===== src/rtl/mark_clock_div.sv =====
// mark_clock_div: multi-channel divided-clock and tick generator with glitch-free start/stop and global cycle budget
module mark_clock_div #(
  parameter int          NUM_CH      = 4,
  parameter int          DIV_W       = 16,
  parameter int          DEFAULT_DIV = 2,
  parameter int unsigned END_CYCLES  = 0,
  parameter int          CNT_W       = 32,
  localparam int         CH_W        = NUM_CH > 1 ? $clog2(NUM_CH) : 1
) (
  input  logic              clk,
  input  logic              reset,
  input  logic              cfg_we,
  input  logic [CH_W-1:0]   cfg_ch,
  input  logic [DIV_W-1:0]  cfg_div,
  input  logic [NUM_CH-1:0] run,
  output logic [NUM_CH-1:0] clk_div,
  output logic [NUM_CH-1:0] tick,
  output logic [NUM_CH-1:0] running,
  output logic              done,
  output logic [CNT_W-1:0]  cycles
);
  typedef enum logic [1:0] {IDLE, RUN, DRAIN} state_t;
  logic [CNT_W-1:0] cyc_nx;
  logic             done_nx;
  assign cyc_nx  = &cycles ? cycles : cycles + CNT_W'(1);
  assign done_nx = done | (END_CYCLES != 0 && cyc_nx == CNT_W'(END_CYCLES));
  // Saturating cycle counter and sticky budget flag.
  always_ff @(posedge clk or negedge reset)
    if (!reset) begin
      cycles <= '0;
      done   <= 1'b0;
    end else begin
      cycles <= cyc_nx;
      done   <= done_nx;
    end
  for (genvar g = 0; g < NUM_CH; g++) begin : g_ch
    state_t           st, st_nx;
    logic [DIV_W-1:0] ph, ph_nx, adiv, adiv_nx, sdiv, hi;
    logic             stay, last, act, cd, tk, rn;
    assign stay = run[g] && !done_nx;
    assign last = ph == adiv - DIV_W'(1);
    assign act  = st_nx != IDLE;
    assign hi   = (adiv_nx >> 1) + DIV_W'(adiv_nx[0]);
    // Next state: starts and stops only ever happen on a period boundary, so no runt pulses.
    always_comb begin
      st_nx   = st;
      ph_nx   = ph;
      adiv_nx = adiv;
      if (st == IDLE) begin
        st_nx   = stay && sdiv != '0 ? RUN : IDLE;
        adiv_nx = stay && sdiv != '0 ? sdiv : adiv;
      end else if (last) begin
        ph_nx   = '0;
        adiv_nx = sdiv;
        st_nx   = stay && sdiv != '0 ? RUN : IDLE;
      end else begin
        ph_nx = ph + DIV_W'(1);
        st_nx = stay ? RUN : DRAIN;
      end
    end
    // Channel state plus outputs registered from the post-edge state.
    always_ff @(posedge clk or negedge reset)
      if (!reset) begin
        st   <= IDLE;
        ph   <= '0;
        adiv <= '0;
        sdiv <= DIV_W'(DEFAULT_DIV);
        cd   <= 1'b0;
        tk   <= 1'b0;
        rn   <= 1'b0;
      end else begin
        if (cfg_we && cfg_ch == CH_W'(g)) sdiv <= cfg_div;
        st   <= st_nx;
        ph   <= ph_nx;
        adiv <= adiv_nx;
        cd   <= act && ph_nx < hi;
        tk   <= act && ph_nx == adiv_nx - DIV_W'(1);
        rn   <= act;
      end
    assign clk_div[g] = cd;
    assign tick[g]    = tk;
    assign running[g] = rn;
  end
endmodule


===== config.mk =====
export PLATFORM = sky130hd
export DESIGN_NAME = mark_clock_div
export DESIGN_NICKNAME = d
export VERILOG_FILES = /design/src/rtl/mark_clock_div.sv
export SDC_FILE = /design/constraint.sdc
export NUM_CORES = 1
export LEC_CHECK = 0
export ABC_AREA = 0
export ABC_CLOCK_PERIOD_IN_PS = 16700
export BUFFER_PORTS_ARGS = -buffer_cell sky130_fd_sc_hd__clkbuf_2
export CORE_UTILIZATION = 60
export DETAILED_ROUTE_END_ITERATION = 10
export PLACE_DENSITY = 0.76
export SLEW_MARGIN = 5
export SYNTH_ARGS = -nofsm -noshare
export SYNTH_HDL_FRONTEND = slang
export SYNTH_SLANG_ARGS = --single-unit

===== constraint.sdc =====
create_clock -name clk -period 16.7 [get_ports clk]
set_clock_uncertainty 0.05 [all_clocks]
set_input_delay 1.67 -clock clk [delete_from_list [all_inputs] [get_ports clk]]
set_output_delay 1.67 -clock clk [all_outputs]
set_load 0.03 [all_outputs]

==> results of run 1 <==
==> worst max path at each step <==
stage,endpoint,slack [ns],depth (start not counted)
5_1_grt,g_ch[1].cd,8.75,24
6_report,g_ch[1].cd,9.34,24
4_1_cts,g_ch[1].cd,9.47,24
3_5_place_dp,g_ch[1].cd,9.49,24
2_1_floorplan,g_ch[2].cd,10.37,26
3_3_place_gp,g_ch[1].cd,9.81,24
==> placed cells by master, fill, tap and decap left out, types with 69 or more instances in the layout <==
cell type,synthesis,layout
o21ai_0,85,85
inv_1,76,76
ha_1,77,77
nand2_1,194,194
nor2_1,203,203
xnor2_1,160,160
dfrtp_1,240,240
xor2_1,84,84
mux2_2,79,79
mux2i_1,69,69
nand3_1,90,90
a21oi_1,79,79
nor3_1,96,96
==> power groups by stage <==
stage	logic, mW	clock network, mW	registers [mW]
global route	1.45	0.668	1.00
global placement	1.27	0	0.976
finish	1.32	0.637	0.985
floorplan	1.10	0	0.815
detailed placement	1.29	0	0.983
CTS	1.30	0.646	0.974
==> critical path, delay by kind of cell, from the launching register on <==
kind,cells,cell delay (ns)
simple gates,9,3.30
flops,1,0.48
compound gates,8,1.96
xor+xnor,1,0.14
fa+ha+maj,3,0.85
buf+inv,3,0.49
==> state kept, by name, indices dropped and copies added (netlist names) <==
signal and flops:
g_ch.ph 64, cycles 32, g_ch.cd 4, g_ch.rn 4
g_ch.tk 4, g_ch.adiv 64, g_ch.sdiv 64, g_ch.st 8
==> cell type report <==
type | instances | area share
flip-flops and latches | 244 | 0.299
repair buffers | 87 | 0.0241
diodes | 1 | 0.000122
multi-input cells | 1772 | 0.592
clock inverters | 17 | 0.00783
inverters | 76 | 0.0140
clock buffers | 36 | 0.0387
well taps | 396 | 0.0242
==> through the flow <==
| stage | setup WS (ns) | instances | utilization |
|---|---|---|---|
| 5_1_grt | 8.75 | 2629 | 0.661 |
| 4_1_cts | 9.47 | 2628 | 0.661 |
| 3_3_place_gp | 9.81 | 2575 | 0.631 |
| 3_5_place_dp | 9.49 | 2575 | 0.631 |
| 2_1_floorplan | 10.37 | 2230 | - |
| 6_report | 9.34 | 2629 | 0.661 |
==> cell families (layout without fill, tap and decap cells) <==
group	after synthesis	count (layout)	share of synthesized area
simple gates	911	911	0.245
compound gates	387	387	0.138
xor+xnor	247	247	0.116
flops	244	244	0.321
buf+inv	214	216	0.0457
mux	149	149	0.0837
fa+ha+maj	77	77	0.0505
other cells	1	2	0.000197
==> layer usage <==
metal | GRT usage | wire (um) | vias up
met3 | 0.0426 | 4380 | 151
met2 | 0.548 | 25500 | 827
met1 | 0.466 | 23700 | 8356
met4 | 0.142 | 2390 | 0
met5 | 0 | 0 | -
li1 | - | - | 8028
==> qor.yml, run 1 <==
run_status:
  outcome: "completed"
timing:
  period_needed_ns: 7.36
  clock.fmax_mhz: 136
  hold_viol_final: 0
  finalSetupViolCount: 0
  fin_crit_sh: 0.441
  tightest_slew_ns: 1.07
  slew_viol_final: 0
  rsz0062_at_grt: "false"
  slew_headroom: 0.285
  tns_ns: 0
  whs_ns: 0.430
min_path:
  min_to: "cycles[30]"
  min_from: "cycles[30]"
  hold_depth: 1
  hp-class: "flip-flop to flip-flop"
worst_setup_path:
  critPathLaunch: "g_ch[1].adiv[0]"
  r2r-end: "g_ch[1].cd"
  crit_required_ns: 17.16
  end_kind: "flip-flop"
  reg2reg_from: "g_ch[1].adiv[0]"
  path_class: "flip-flop to flip-flop"
  crit_path_max_incr_delay_ns: 0.73
  critPathSlowestCell: "nand2_1"
  path_common_cell: "ha_1"
  crit_path_start_kind: "flip-flop"
  reg2reg_depth: 24
  crit_chain: "inv_1, ha_1, or4b_2, o21a_1, nor3_1, o311ai_1, or4_1, buf_4, nand2_1, a21oi_1, inv_1, ha_1, o21ai_0, or4_1, nor3_1, nand2_1, xnor2_1, ha_1, nand4_1, nor2_1, a21oi_1, o2111ai_1, a2111oi_0, a211o_1"
  reg2reg_slack_ns: 9.34
  worstPathArrival_ns: 7.82
  worstPathMaxFanout: 22
pwr:
  internal-power_mw: 1.65
  total_power_mw: 2.94
  switching_share: 0.438
  p_seq_frac: 0.335
  p_leak_nw: 8.86
  power_frac_comb: 0.449
  ir_drop_mv: 0.111
  p_per_area_nw_per_um2: 144
  clock_power_share: 0.216
  p_sw_mw: 1.29
clock_network:
  insertion_delay_ns: 0.57
  cts_max_level: 1
  cts_resized: 0
  ctsHoldBuffers: 0
  clock_sinks: 244
  cts_tree: "yes"
  clockRootBuffer: "clkbuf_16"
  path_clk_slew_ns: 0.06
  cts_inserted_buffers: 29
  cts_buffer_depth: 3
  cts_setup_buffers: 0
routing:
  wl_um: 55900
  drtPass1Iterations: 7
  antenna_left: 0
  detail_route.wl_per_cell_um: 21.3
  initialDrtViolationCount: 1730
  route.detailed.drc: 0
  viasPerCell: 6.60
  vias: 17400
yosys:
  synth_nets: 2332
  yosysSeqAreaShare: 0.321
  yosys.cell_count.top_type: "dfrtp_1"
  syn_inst: 2230
  netlist.area_leader.share: 0.315
  ys.flop_type: "dfrtp_1"
  ys_types: 86
  yosysWarnings: 0
  yosysTopAreaCell: "dfrtp_1"
  ys_top_cells_by_area: "dfrtp_1 32%, xnor2_1 7.4%, ha_1 5.1%, mux2_2 4.7%, nor2_1 4.0%"
  synth.cells.most_frequent: "240 x dfrtp_1, 203 x nor2_1, 194 x nand2_1"
  synth_area_per_cell_um2: 8.55
  syn_area_um2: 19100
  synth_edf_count: 0
  yosys_register_bits: 244
  synthArstFlopShare: 1.00
placement:
  gp_congestion: 0.983
  io_buffers: 68
  dp_hpwl_um: 41800
  placed_area_um2: 19500
global_route:
  grt_pass1_vias: 16500
  grt_max_degree: 101
  antenna_found_initial: 1
  grt_pass1_wl_um: 89300
  grt_use_total: 0.341
  globalRouteOverflowTotal: 0
final_layout:
  drive_above_1_share: 0.118
  multiInputGateArea_um2: 12100
  synthToLayoutAreaGrowth_pct: 7.26
  seqCellArea_um2: 6110
  fin_nets: 2312
  design_area_um2: 20400
  fillCellCount: 2561
die:
  boundaryPins: 70
  fp.dieH_um: 180
  start_util: 0.617
  die_area_um2: 32500
  coreArea_um2: 30900
  row_count: 64
  die-width_um: 180
flow_run:
  cap_violations: 0
No activity file was read; power rests on OpenSTA's default activity.
==> run 2, diff against run 1 <==
ABC_AREA = 1   (was 0)
ABC_CLOCK_PERIOD_IN_PS = 7150   (was 16700)
PLACE_DENSITY = 0.75   (was 0.76)
clock period = 7.15 ns   (was 16.7 ns; I/O delays follow)
==> run 2 against run 1 <==
Routed wire length grew 4.8%. Combinational power grew to 2.6 times the previous value. Via count up 17%. Synthesized cell count grew 42%. Final cell count increased by 40%. Largest power group unchanged. Sequential cell count is the same. Area after synthesis is 7.8% higher. Sequential share of layout area shrank 2.4 points. Power is 140% higher. Non-clock buffer count decreased by 13. Maximum frequency up 40%.
==> qor.yml, run 2 <==
worst_setup_path:
  path_class: "flip-flop to flip-flop"
  path_common_cell: "nand2_1"
  crit_required_ns: 7.60
  worstPathArrival_ns: 5.72
  crit_path_max_incr_delay_ns: 0.45
  end_kind: "flip-flop"
  worstPathMaxFanout: 21
  crit_path_start_kind: "flip-flop"
  critPathSlowestCell: "nand2_2"
yosys:
  syn_inst: 3167
  synth_nets: 3269
  ys_types: 62
  netlist.area_leader.share: 0.292
  ys_top_cells_by_area: "dfrtp_1 29%, nand2_1 19%, inv_1 7.8%, nand3_1 7.2%, nor2_1 5.6%"
  yosys_register_bits: 244
  yosysSeqAreaShare: 0.297
  yosysWarnings: 0
  ys.flop_type: "dfrtp_1"
  synth.cells.most_frequent: "1036 x nand2_1, 425 x inv_1, 309 x nor2_1"
  syn_area_um2: 20600
  yosysTopAreaCell: "dfrtp_1"
  synthArstFlopShare: 1.00
  synth_area_per_cell_um2: 6.49
  yosys.cell_count.top_type: "nand2_1"
  synth_edf_count: 0
global_route:
  grt_pass1_wl_um: 96700
  antenna_found_initial: 3
  grt_pass1_vias: 19300
  grt_max_degree: 187
  grt_use_total: 0.338
  globalRouteOverflowTotal: 0
placement:
  dp_hpwl_um: 45400
  gp_congestion: 1.04
  io_buffers: 68
  placed_area_um2: 21200
routing:
  vias: 20300
  antenna_left: 0
  initialDrtViolationCount: 1852
  wl_um: 58600
  viasPerCell: 5.51
  route.detailed.drc: 0
  drtPass1Iterations: 6
  detail_route.wl_per_cell_um: 15.9
timing:
  fin_crit_sh: 0.737
  tns_ns: 0
  period_needed_ns: 5.27
  tightest_slew_ns: 1.19
  whs_ns: 0.0245
  clock.fmax_mhz: 190
  hold_viol_final: 0
  slew_viol_final: 0
  slew_headroom: 0.208
  finalSetupViolCount: 0
  rsz0062_at_grt: "false"
final_layout:
  layout_common_cells: "1036 x nand2_1, 425 x inv_1, 309 x nor2_1, 294 x nand3_1, 240 x dfrtp_1"
  design_area_um2: 22200
  seqCellArea_um2: 6110
  multiInputGateArea_um2: 12400
  fin_nets: 3309
  synthToLayoutAreaGrowth_pct: 8.21
  final_common_cell: "nand2_1"
  top_regs: "g_ch.adiv x64, g_ch.ph x64, g_ch.sdiv x64"
  fillCellCount: 3080
  drive_above_1_share: 0.0846
run_status:
  outcome: "completed"
clock_network:
  cts_buffer_depth: 3
  path_clk_slew_ns: 0.07
  cts_setup_buffers: 0
  cts_tree: "yes"
  cts_inserted_buffers: 28
  clockRootBuffer: "clkbuf_16"
  ctsHoldBuffers: 0
  insertion_delay_ns: 0.58
  clock_sinks: 244
  cts_resized: 0
  cts_max_level: 1
flow_run:
  cap_violations: 0
die:
  coreArea_um2: 33600
  start_util: 0.611
  die-width_um: 187
  die_area_um2: 35000
  boundaryPins: 70
  row_count: 67
  fp.dieH_um: 187
pwr:
  p_per_area_nw_per_um2: 317
  p_leak_nw: 12.0
  ir_drop_mv: 0.231
  p_sw_mw: 3.27
  internal-power_mw: 3.78
  power_frac_comb: 0.482
  clock_power_share: 0.233
  p_seq_frac: 0.284
  switching_share: 0.464
min_path:
  hp-class: "input pin to asynchronous set/reset pin"
run 2: layout make-up:
type                            count  share of cell area
Multi-Input combinational cell   2415               0.559
Sequential cell                   244               0.275
Inverter                          444              0.0750
Clock buffer                       34              0.0348
Tap cell                          448              0.0252
Timing Repair Buffer               74              0.0183
Clock inverter                     17              0.0132
Antenna cell                        1            0.000113
run 2: per-layer routing:
metal	part of all wire	global-route usage
met5	0.00019	0
met4	0.037	0.126
met3	0.086	0.0644
met2	0.44	0.539
met1	0.44	0.456
run 2: power groups by stage:
stage	combinational, mW	sequential [mW]	clock (mW)
after floorplan	2.64	1.86	0
after global placement	3.26	2.00	0
after detailed placement	3.32	2.01	0
after CTS	3.36	1.99	1.67
after global routing	3.89	2.04	1.72
final	3.40	2.00	1.65
run 2: worst paths after layout:
| kind | start | to | slack [ns] | depth (start not counted) |
|---|---|---|---|---|
| worst max-delay path | g_ch[3].adiv[0] | g_ch[3].cd | 1.88 | 31 |
| worst min-delay path | reset | g_ch[0].ph[2] | 0.02 | 1 |
| worst max register to register | g_ch[3].adiv[0] | g_ch[3].cd | 1.88 | 31 |
| worst min register to register | cycles[26] | cycles[26] | 0.45 | 1 |
| max in group asynchronous | reset | g_ch[1].adiv[0] | 5.59 | 2 |
| min in group clk | run[2] | g_ch[2].st[1] | 0.35 | 2 |
run 2: logic make-up (layout without fill, tap and decap cells):
logic type / after synthesis / count (layout) / share of synthesized area
simple gates: 1927 / 1927 / 0.419
buf+inv: 508 / 569 / 0.0982
flops: 244 / 244 / 0.297
compound gates: 234 / 234 / 0.0621
xor+xnor: 175 / 175 / 0.0760
fa+ha+maj: 77 / 77 / 0.0469
other cells: 1 / 2 / 0.000182
mux: 1 / 1 / 0.000548
run 2: worst max-delay path, delay by kind of cell, from the launching register on:
family	cells	cell delay, ns
xor+xnor	1	0.19
flops	1	0.40
compound gates	4	0.53
simple gates	19	3.00
buf+inv	4	0.30
fa+ha+maj	3	0.68
run 2: through the flow:
step,power [mW],instances,worst slack (ns),util
final,7.05,3677,1.88,0.662
after global routing,7.64,3676,1.27,0.662
after CTS,7.01,3676,1.93,0.662
after detailed placement,5.34,3625,1.99,0.630
after global placement,5.26,3625,2.14,0.630
after floorplan,4.51,3167,3.09,-
==> run 3, diff against run 2 <==
ABC_CLOCK_PERIOD_IN_PS = 4700   (was 7150)
CORE_UTILIZATION = 58   (was 60)
PLACE_DENSITY = 0.76   (was 0.75)
clock period = 4.7 ns   (was 7.15 ns; I/O delays follow)
==> run 3 against run 2 <==
Via count up 2.1%. Utilization fell by 0.48 points. Maximum frequency increased by 17%. Critical endpoint is now g_ch[0].cd. Non-clock buffer count increased by 59. Highest routed layer unchanged. Clock-buffer cell count unchanged. Critical path depth shrank 6. Power increased by 51%.
==> qor.yml, run 3 (synthesis results as in run 2) <==
final_layout:
  seqCellArea_um2: 6110
  drive_above_1_share: 0.115
  final_core_util: 0.657
  final_common_cell: "nand2_1"
  layout_common_cells: "1022 x nand2_1, 422 x inv_1, 294 x nor2_1, 291 x nand3_1, 239 x dfrtp_1"
  multiInputGateArea_um2: 12700
  fin_nets: 3369
  synthToLayoutAreaGrowth_pct: 10.9
  fin_cells: 3744
  fillCellCount: 3174
  top_regs: "g_ch.adiv x64, g_ch.ph x64, g_ch.sdiv x64"
global_route:
  globalRouteOverflowTotal: 0
  grt_max_degree: 107
  grt_use_total: 0.335
  antenna_found_initial: 3
  grt_pass1_vias: 19500
  grt_pass1_wl_um: 97800
clock_network:
  clock_sinks: 244
  cts_inserted_buffers: 29
  cts_tree: "yes"
  cts_buffer_depth: 3
  clockRootBuffer: "clkbuf_16"
  path_clk_slew_ns: 0.06
  insertion_delay_ns: 0.59
  cts_max_level: 1
timing:
  fin_crit_sh: 0.956
  tns_ns: 0
  finalSetupViolCount: 0
  clock.fmax_mhz: 223
  period_needed_ns: 4.49
  slew_viol_final: 0
  hold_viol_final: 0
  tightest_slew_ns: 0.967
  slew_headroom: 0.354
pwr:
  total_power_mw: 10.6
  p_sw_mw: 5.10
  p_leak_nw: 12.3
  internal-power_mw: 5.53
  switching_share: 0.480
  ir_drop_mv: 0.370
  p_per_area_nw_per_um2: 466
  power_frac_comb: 0.506
  p_seq_frac: 0.287
  clock_power_share: 0.207
worst_setup_path:
  crit_path_max_incr_delay_ns: 0.44
  worstPathMaxFanout: 7
  worstPathArrival_ns: 4.94
  end_kind: "flip-flop"
  reg2reg_depth: 25
  path_delay_family: "simple AND/OR/NAND/NOR gates"
  crit_required_ns: 5.15
  path_buf_inv: 1
  reg2reg_from: "g_ch[0].adiv[0]"
  path_class: "flip-flop to flip-flop"
  path_common_cell: "nand2_1"
  reg2reg_slack_ns: 0.21
  critPathSlowestCell: "dfrtp_1"
  r2r-end: "g_ch[0].cd"
  crit_path_start_kind: "flip-flop"
die:
  start_util: 0.592
  fp.dieH_um: 190
  coreArea_um2: 34700
  row_count: 68
  die-width_um: 190
  boundaryPins: 70
  die_area_um2: 36200
placement:
  dp_hpwl_um: 46800
  io_buffers: 68
  gp_congestion: 0.984
  dp.cells: 3660
min_path:
  hp-class: "input pin to flip-flop"
  hold_depth: 2
  min_from: "run[2]"
  min_to: "g_ch[2].st[1]"
routing:
  detail_route.wl_per_cell_um: 16.1
  wl_um: 60200
  viasPerCell: 5.53
  drtPass1Iterations: 6
  vias: 20700
  antenna_left: 0
  initialDrtViolationCount: 1461
  route.detailed.drc: 0
run_status:
  outcome: "completed"
flow_run:
  cap_violations: 0
## run 3: changes by cell type in the layout (fill, tap and decap cells not counted), sizes merged
cell | previous run | this run
buf | 7 | 65
dlygate4sd3 | 0 | 1
clkinvlp | 3 | 6
clkinv | 12 | 15
bufinv | 7 | 1
inv | 439 | 440
## run 3: metal layers
metal / share of wire / up-vias / GRT usage / wire (um)
met2: 0.46 / 727 / 0.554 / 27500
met5: 0.00045 / - / 0 / 27
met1: 0.44 / 9581 / 0.448 / 26500
li1: - / 10200 / - / -
met4: 0.031 / 4 / 0.106 / 1850
met3: 0.072 / 146 / 0.0532 / 4320
## run 3: power by group through the flow
stage          logic (mW)  clock network (mW)  registers, mW
6_report             5.39                2.20           3.05
5_1_grt              6.12                2.30           3.10
4_1_cts              5.18                2.22           3.03
3_5_place_dp         5.13                   0           3.06
3_3_place_gp         5.02                   0           3.05
2_1_floorplan        4.02                   0           2.84
## run 3: worst max-delay path by stage
stage,to,slack [ns],cells past startpoint,startpoint
global placement,g_ch[1].cd,-0.15,27,g_ch[1].adiv[1]
floorplan,g_ch[1].cd,0.64,30,g_ch[1].adiv[0]
CTS,g_ch[0].cd,0.0003,24,g_ch[0].adiv[0]
finish,g_ch[0].cd,0.21,25,g_ch[0].adiv[0]
global route,g_ch[2].cd,-0.09,29,g_ch[2].adiv[3]
detailed placement,g_ch[1].cd,-0.20,26,g_ch[1].adiv[5]
## run 3: metrics by stage
step / instance area [um^2] / setup WS (ns) / hold WS (ns)
2_1_floorplan: 20600 / 0.641 / 0.124
3_3_place_gp: 21400 / -0.145 / 0.437
3_5_place_dp: 21400 / -0.204 / 0.436
4_1_cts: 22300 / 0.000338 / 0.108
5_1_grt: 22800 / -0.0902 / 0.125
6_report: 22800 / 0.209 / 0.135
## run 3: timing repair
action | in CTS | in global routing
buffers inserted | 0 | 30
endpoints found under the hold margin | 99 | 0
gates cloned | 0 | 0
endpoints found under the setup margin | 3 | 4
pin swaps | 0 | 28
gates resized for setup | 4 | 65
hold buffers | 1 | 0
## run 3: final cells by class
class / count / share of cell area
diodes: 1 / 0.000110
clock buffers: 34 / 0.0331
clock inverters: 18 / 0.00686
inverters: 444 / 0.0733
multi-input cells: 2415 / 0.556
flip-flops and latches: 244 / 0.268
well taps: 455 / 0.0250
repair buffers: 133 / 0.0380
